==> src/rtl/tlc_pkg.sv <==
// Shared types and width helpers for the multi-way traffic light controller.
package tlc_pkg;

    typedef enum logic [1:0] {
        ST_GREEN  = 2'd0,
        ST_YELLOW = 2'd1,
        ST_ALLRED = 2'd2
    } tlc_state_e;

    function automatic int tlc_clog2(input int v);
        int r;
        r = 0;
        for (int unsigned i = 0; i < 31; i++) begin
            if ((32'd1 << i) < v) r = int'(i) + 1;
        end
        return r;
    endfunction

    function automatic int tlc_idx_w(input int n);
        return (n <= 2) ? 1 : tlc_clog2(n);
    endfunction

    function automatic int tlc_timer_w(input int gmax, input int yt, input int at);
        int m;
        m = gmax;
        if (yt > m) m = yt;
        if (at > m) m = at;
        return tlc_clog2(m + 1);
    endfunction

endpackage

==> src/rtl/tlc_rr_pick.sv <==
// Combinational round-robin picker: first set request at or after i_start, wrapping.
module tlc_rr_pick
    import tlc_pkg::*;
#(
    parameter int N_DIR = 2,
    localparam int IDX_W = tlc_idx_w(N_DIR)
) (
    input  logic [N_DIR-1:0] i_req,
    input  logic [IDX_W-1:0] i_start,
    output logic [IDX_W-1:0] o_idx,
    output logic             o_valid
);

    int unsigned w_pos;

    always_comb begin
        o_idx   = '0;
        o_valid = 1'b0;
        w_pos   = 0;
        for (int unsigned k = 0; k < N_DIR; k++) begin
            w_pos = (32'(i_start) + k) % N_DIR;
            if (!o_valid && (((i_req >> w_pos) & N_DIR'(1)) != '0)) begin
                o_valid = 1'b1;
                o_idx   = IDX_W'(w_pos);
            end
        end
    end

endmodule

==> src/rtl/tlc_multiway.sv <==
// N-way sensor-driven traffic light controller with min/max green, yellow and all-red.
// Optional emergency preemption is enabled by defining TLC_PREEMPT_EN.
module tlc_multiway
    import tlc_pkg::*;
#(
    parameter int N_DIR     = 2,
    parameter int GREEN_MIN = 5,
    parameter int GREEN_MAX = 15,
    parameter int YELLOW_T  = 2,
    parameter int ALLRED_T  = 1,
    localparam int IDX_W    = tlc_idx_w(N_DIR)
) (
    input  logic             clk,
    input  logic             rst_n,
    input  logic [N_DIR-1:0] sense_i,
    output logic [N_DIR-1:0] green_o,
    output logic [N_DIR-1:0] yellow_o,
    output logic [N_DIR-1:0] red_o,
    output logic [IDX_W-1:0] active_o
`ifdef TLC_PREEMPT_EN
    ,
    input  logic             preempt_i,
    input  logic [IDX_W-1:0] preempt_dir_i
`endif
);

    localparam int TW = tlc_timer_w(GREEN_MAX, YELLOW_T, ALLRED_T);

    tlc_state_e       r_state;
    logic [IDX_W-1:0] r_active;
    logic [IDX_W-1:0] r_next;
    logic [TW-1:0]    r_timer;
    logic [N_DIR-1:0] r_green, r_yellow, r_red;

    tlc_state_e       w_n_state;
    logic [IDX_W-1:0] w_n_active, w_n_next, w_start, w_pick;
    logic [TW-1:0]    w_n_timer, w_timer_sat;
    logic [N_DIR-1:0] w_act_oh, w_other, w_n_green, w_n_yellow, w_n_red;
    logic             w_own, w_pick_v, w_exit;

    assign w_act_oh    = N_DIR'(1) << r_active;
    assign w_other     = sense_i & ~w_act_oh;
    assign w_own       = |(sense_i & w_act_oh);
    assign w_start     = (r_active == IDX_W'(N_DIR - 1)) ? '0 : r_active + IDX_W'(1);
    assign w_timer_sat = (r_timer >= TW'(GREEN_MAX - 1)) ? r_timer : r_timer + TW'(1);
    assign w_exit      = (r_timer >= TW'(GREEN_MIN - 1)) && w_pick_v &&
                         (!w_own || (r_timer >= TW'(GREEN_MAX - 1)));

`ifdef TLC_PREEMPT_EN
    logic w_pv;
    assign w_pv = preempt_i && (32'(preempt_dir_i) < 32'(N_DIR));
`endif

    tlc_rr_pick #(.N_DIR(N_DIR)) u_pick (
        .i_req   (w_other),
        .i_start (w_start),
        .o_idx   (w_pick),
        .o_valid (w_pick_v)
    );

    always_comb begin
        w_n_state  = r_state;
        w_n_active = r_active;
        w_n_next   = r_next;
        w_n_timer  = r_timer;
        unique case (r_state)
            ST_GREEN: begin
`ifdef TLC_PREEMPT_EN
                // Preempt to another approach bypasses GREEN_MIN; to ourselves it pins green.
                if (w_pv && (preempt_dir_i != r_active)) begin
                    w_n_state = ST_YELLOW;
                    w_n_timer = '0;
                    w_n_next  = preempt_dir_i;
                end else if (w_pv) begin
                    w_n_timer = w_timer_sat;
                end else
`endif
                if (w_exit) begin
                    w_n_state = ST_YELLOW;
                    w_n_timer = '0;
                    w_n_next  = w_pick;
                end else begin
                    w_n_timer = w_timer_sat;
                end
            end
            ST_YELLOW: begin
`ifdef TLC_PREEMPT_EN
                if (w_pv) w_n_next = preempt_dir_i;
`endif
                if (r_timer == TW'(YELLOW_T - 1)) begin
                    w_n_state = ST_ALLRED;
                    w_n_timer = '0;
                end else begin
                    w_n_timer = r_timer + TW'(1);
                end
            end
            ST_ALLRED: begin
`ifdef TLC_PREEMPT_EN
                if (w_pv) w_n_next = preempt_dir_i;
`endif
                if (r_timer == TW'(ALLRED_T - 1)) begin
                    w_n_state  = ST_GREEN;
                    w_n_active = w_n_next;
                    w_n_timer  = '0;
                end else begin
                    w_n_timer = r_timer + TW'(1);
                end
            end
            default: begin
                w_n_state  = ST_GREEN;
                w_n_active = '0;
                w_n_next   = '0;
                w_n_timer  = '0;
            end
        endcase

        // Lamps are registered from the next state so outputs never see sense_i directly.
        w_n_green  = (w_n_state == ST_GREEN)  ? (N_DIR'(1) << w_n_active) : '0;
        w_n_yellow = (w_n_state == ST_YELLOW) ? (N_DIR'(1) << w_n_active) : '0;
        w_n_red    = ~(w_n_green | w_n_yellow);
    end

    always_ff @(posedge clk) begin
        if (!rst_n) begin
            r_state  <= ST_GREEN;
            r_active <= '0;
            r_next   <= '0;
            r_timer  <= '0;
            r_green  <= N_DIR'(1);
            r_yellow <= '0;
            r_red    <= ~N_DIR'(1);
        end else begin
            r_state  <= w_n_state;
            r_active <= w_n_active;
            r_next   <= w_n_next;
            r_timer  <= w_n_timer;
            r_green  <= w_n_green;
            r_yellow <= w_n_yellow;
            r_red    <= w_n_red;
        end
    end

    assign green_o  = r_green;
    assign yellow_o = r_yellow;
    assign red_o    = r_red;
    assign active_o = r_active;

endmodule

==> config.mk <==
export PLATFORM = sky130hd
export DESIGN_NAME = tlc_multiway
export DESIGN_NICKNAME = d
export VERILOG_FILES = /design/src/rtl/tlc_pkg.sv /design/src/rtl/tlc_rr_pick.sv /design/src/rtl/tlc_multiway.sv
export SDC_FILE = /design/constraint.sdc
export NUM_CORES = 1
export LEC_CHECK = 0
export BUFFER_PORTS_ARGS = -buffer_cell sky130_fd_sc_hd__buf_2
export CAP_MARGIN = 20
export CORE_MARGIN = 8
export CORE_UTILIZATION = 43
export DETAILED_ROUTE_END_ITERATION = 8
export SETUP_SLACK_MARGIN = 0.15
export SLEW_MARGIN = 15
export SYNTH_ARGS = -nofsm -noshare
export SYNTH_HDL_FRONTEND = slang
export SYNTH_HIERARCHICAL = 1
export SYNTH_SLANG_ARGS = --single-unit
export TNS_END_PERCENT = 30
==> constraint.sdc <==
create_clock -name clk -period 2 [get_ports clk]
set_clock_uncertainty 0.2 [all_clocks]
set_input_delay 0.2 -clock clk [delete_from_list [all_inputs] [get_ports clk]]
set_output_delay 0.2 -clock clk [all_outputs]
set_load 0.005 [all_outputs]
==> reports/qor.yml <==
ys_types: 40
design_area_sq_mm: 0.00104
hold_start: "sense_i[0]"
clock.fmax_mhz: 511
antenna_found_initial: 0
drt_first_pass_iters: 4
critPathCaptureType: "flip-flop"
p_per_area_mw_per_mm2: 585
crit_fanout: 7
r2r_start: "r_timer[1]"
crit_family: "compound AO/OA/AOI/OAI gates"
final.min_clock_period_ns: 1.96
fillCellCount: 187
reg2reg_to: "red_o[0]"
hpwl_um: 1380
synth.net_count: 101
maxSlewViolCount: 0
antennaDiodeCount: 0
cts_tree: "done"
path_buf_inv: 1
r2r_cells: 6
ys_ff_latch: 14
seq_area_sq_um: 285
fp.dieArea_sq_mm: 0.00360
grt_pass1_wl_um: 3060
holdWs_ns: 0.250
multiInputGateArea_sq_um: 533
hold_depth: 6
via_count: 716
hold_viol: 0
clk_pin_slew_worst_paths_ns: 0.08
leakagePower_nw: 0.451
cts.sinks: 14
max_stage_delay_ns: 0.34
status: "completed"
track_usage_pct: 11.0
reg2reg_slack_ns: 0.04
cap_viol_max_count: 0
dpl_cell_area_sq_um: 965
port_buffers: 10
setup_viol: 0
drc: 0
yosys_warnings: 6
start_util_pct: 43.8
peakVddDrop_v: 0.000348
min_path_type: "in2reg"
io_pins: 11
synth_seq_area_share_pct: 33.6
clockBufferDepth: 2
core_sq_mm: 0.00190
htreeDepth: 1
gp_congestion: 0.918
worstMarginPinSlew_ns: 0.332
rsz0062_at_grt: "true"
ant_nets: 0
clock_latency_ns: 0.27
worstPathArrival_ns: 1.93
fin_crit_sh_pct: 97.9
wl_um: 1810
cpMaxStageDelayCell: "or3b_1"
worstPathRequired_ns: 1.97
crit_type: "reg2reg"
fp.dieW_um: 60.0
clockRootBuffer: "clkbuf_4"
wire_per_inst_um: 13.3
grt.overflow.total: 0
synth_area_per_cell_sq_um: 9.36
first_global_vias: 707
drt-initial-drc-count: 19
numCtsBuffers: 3
slew_headroom_pct: 77.7
num_rows: 16
avgViaCountPerCell: 5.26
worstHoldEndpoint: "r_next"
synthCells: 89
fp.dieH_um: 60.0
nets: 122
drive_above_1_share_pct: 33.9
grt_start_max_net_pins: 9
synth_area_sq_um: 833
crit_chain: "inv_2 -> ha_4 -> or3b_1 -> a221o_1 -> o211a_4 -> a21o_1"
start_kind: "flip-flop"
area_growth_pct: 25.1
==> cell usage after synthesis, drive strengths merged <==
cell type / count / area, sq um
a211oi: 3 / 27.5
a21boi: 1 / 7.51
a21o: 2 / 15.0
a21oi: 3 / 15.0
a221o: 1 / 10.0
a31o: 1 / 8.76
a31oi: 1 / 6.26
a41o: 1 / 10.0
and2: 2 / 12.5
and3: 1 / 6.26
and3b: 1 / 8.76
buf: 1 / 11.3
clkbuf: 2 / 8.75
dfxtp: 14 / 280
ha: 8 / 100
inv: 9 / 33.8
mux2i: 1 / 10.0
nand2: 2 / 7.51
nand2b: 4 / 25.0
nand3: 5 / 25.0
nor2: 2 / 7.51
nor2b: 1 / 6.26
nor3: 4 / 20.0
nor3b: 1 / 7.51
nor4: 2 / 33.8
o211a: 1 / 17.5
o211ai: 1 / 7.51
o21a: 4 / 30.0
o21ai: 2 / 10.0
o22ai: 1 / 6.26
o32ai: 1 / 8.76
or2: 1 / 6.26
or3: 1 / 6.26
or3b: 1 / 8.76
or4b: 1 / 10.0
xnor2: 1 / 8.76
xor2: 1 / 8.76
==> per-layer routing <==
metal / wire (um) / GRT usage, % / part of all wire (%)
met5: 0 / 0 / 0
met4: 27 / 6.80 / 1.5
met3: 75 / 2.15 / 4.2
met2: 833 / 16.3 / 46
met1: 868 / 14.1 / 48
==> state kept, by name, summed over array words and instances, names as in the netlist <==
signal	cells
active_o	1
green_o	2
r_next	1
r_state	2
r_timer	4
red_o	2
yellow_o	2
==> cell type report <==
class / instances / area share (%)
clock buffers: 4 / 3.48
multi-input cells: 63 / 51.1
inverters: 9 / 3.24
flip-flops and latches: 14 / 27.4
well taps: 27 / 3.24
repair buffers: 19 / 11.5
==> cell families (layout without fill, tap and decap cells) <==
kind of cell    count (synthesis)  in the layout  share of synthesized area, %
simple gates                   29             29                          23.0
compound gates                 23             23                          21.6
flops                          14             14                          33.6
buf+inv                        12             32                          6.46
fa+ha+maj                       8              8                          12.0
xor+xnor                        2              2                          2.10
mux                             1              1                          1.20
==> worst reg2reg max path: cells and delay by family, from the launching register on <==
kind / cells / cell delay, ns
flip-flops: 1 / 0.33
AO/OA/AOI/OAI: 3 / 0.79
buffers and inverters: 1 / 0.07
AND/OR/NAND/NOR: 1 / 0.34
adder cells (fa/ha/maj): 1 / 0.14
==> stage by stage <==
stage | std cells | power, mW | setup WS [ns] | setup TNS, ns | util, %
after detailed placement | 130 | 0.407 | 0.0444 | 0 | 50.7
after global placement | 130 | 0.406 | 0.0688 | 0 | 50.7
after floorplan | 89 | 0.380 | 0.110 | 0 | -
after global routing | 136 | 0.649 | -0.0252 | -0.0252 | 54.8
after CTS | 136 | 0.612 | 0.0457 | 0 | 53.6
final | 136 | 0.609 | 0.0420 | 0 | 54.8
==> what timing repair did <==
action | CTS | global route
endpoints found under the setup margin | 7 | 13
gates resized for setup | 0 | 7
endpoints found under the hold margin | 1 | 0
hold buffers | 1 | 0
setup buffers | 1 | 0
pin swaps | 0 | 1
==> power breakdown <==
group / switching (mW) / internal (mW)
Sequential: 0.00855 / 0.290
Combinational: 0.0580 / 0.0562
Clock: 0.0860 / 0.111
Total: 0.153 / 0.457
==> placed cells by master (no fill, tap or decap), types with 2 or more instances in the layout <==
cell type	count
nor2_1	2
nand2_1	2
and2_1	2
inv_2	2
o21a_1	4
buf_4	8
nor3_1	4
clkbuf_4	3
inv_1	7
nand3_1	5
a21o_1	2
a21oi_2	2
dfxtp_1	10
nor4_4	2
buf_2	10
nand2b_1	4
ha_1	7
dfxtp_2	4
a211oi_2	2
==> worst max-delay path by stage <==
stage	cells after the start	slack, ns	to	start
floorplan	6	0.11	green_o[0]	r_timer[1]
global placement	6	0.07	green_o[0]	r_timer[1]
detailed placement	6	0.04	green_o[0]	r_timer[1]
CTS	6	0.05	green_o[0]	r_timer[1]
global route	7	-0.03	green_o[0]	r_timer[1]
finish	6	0.04	red_o[0]	r_timer[1]
Power figures use the tool's default switching activity.
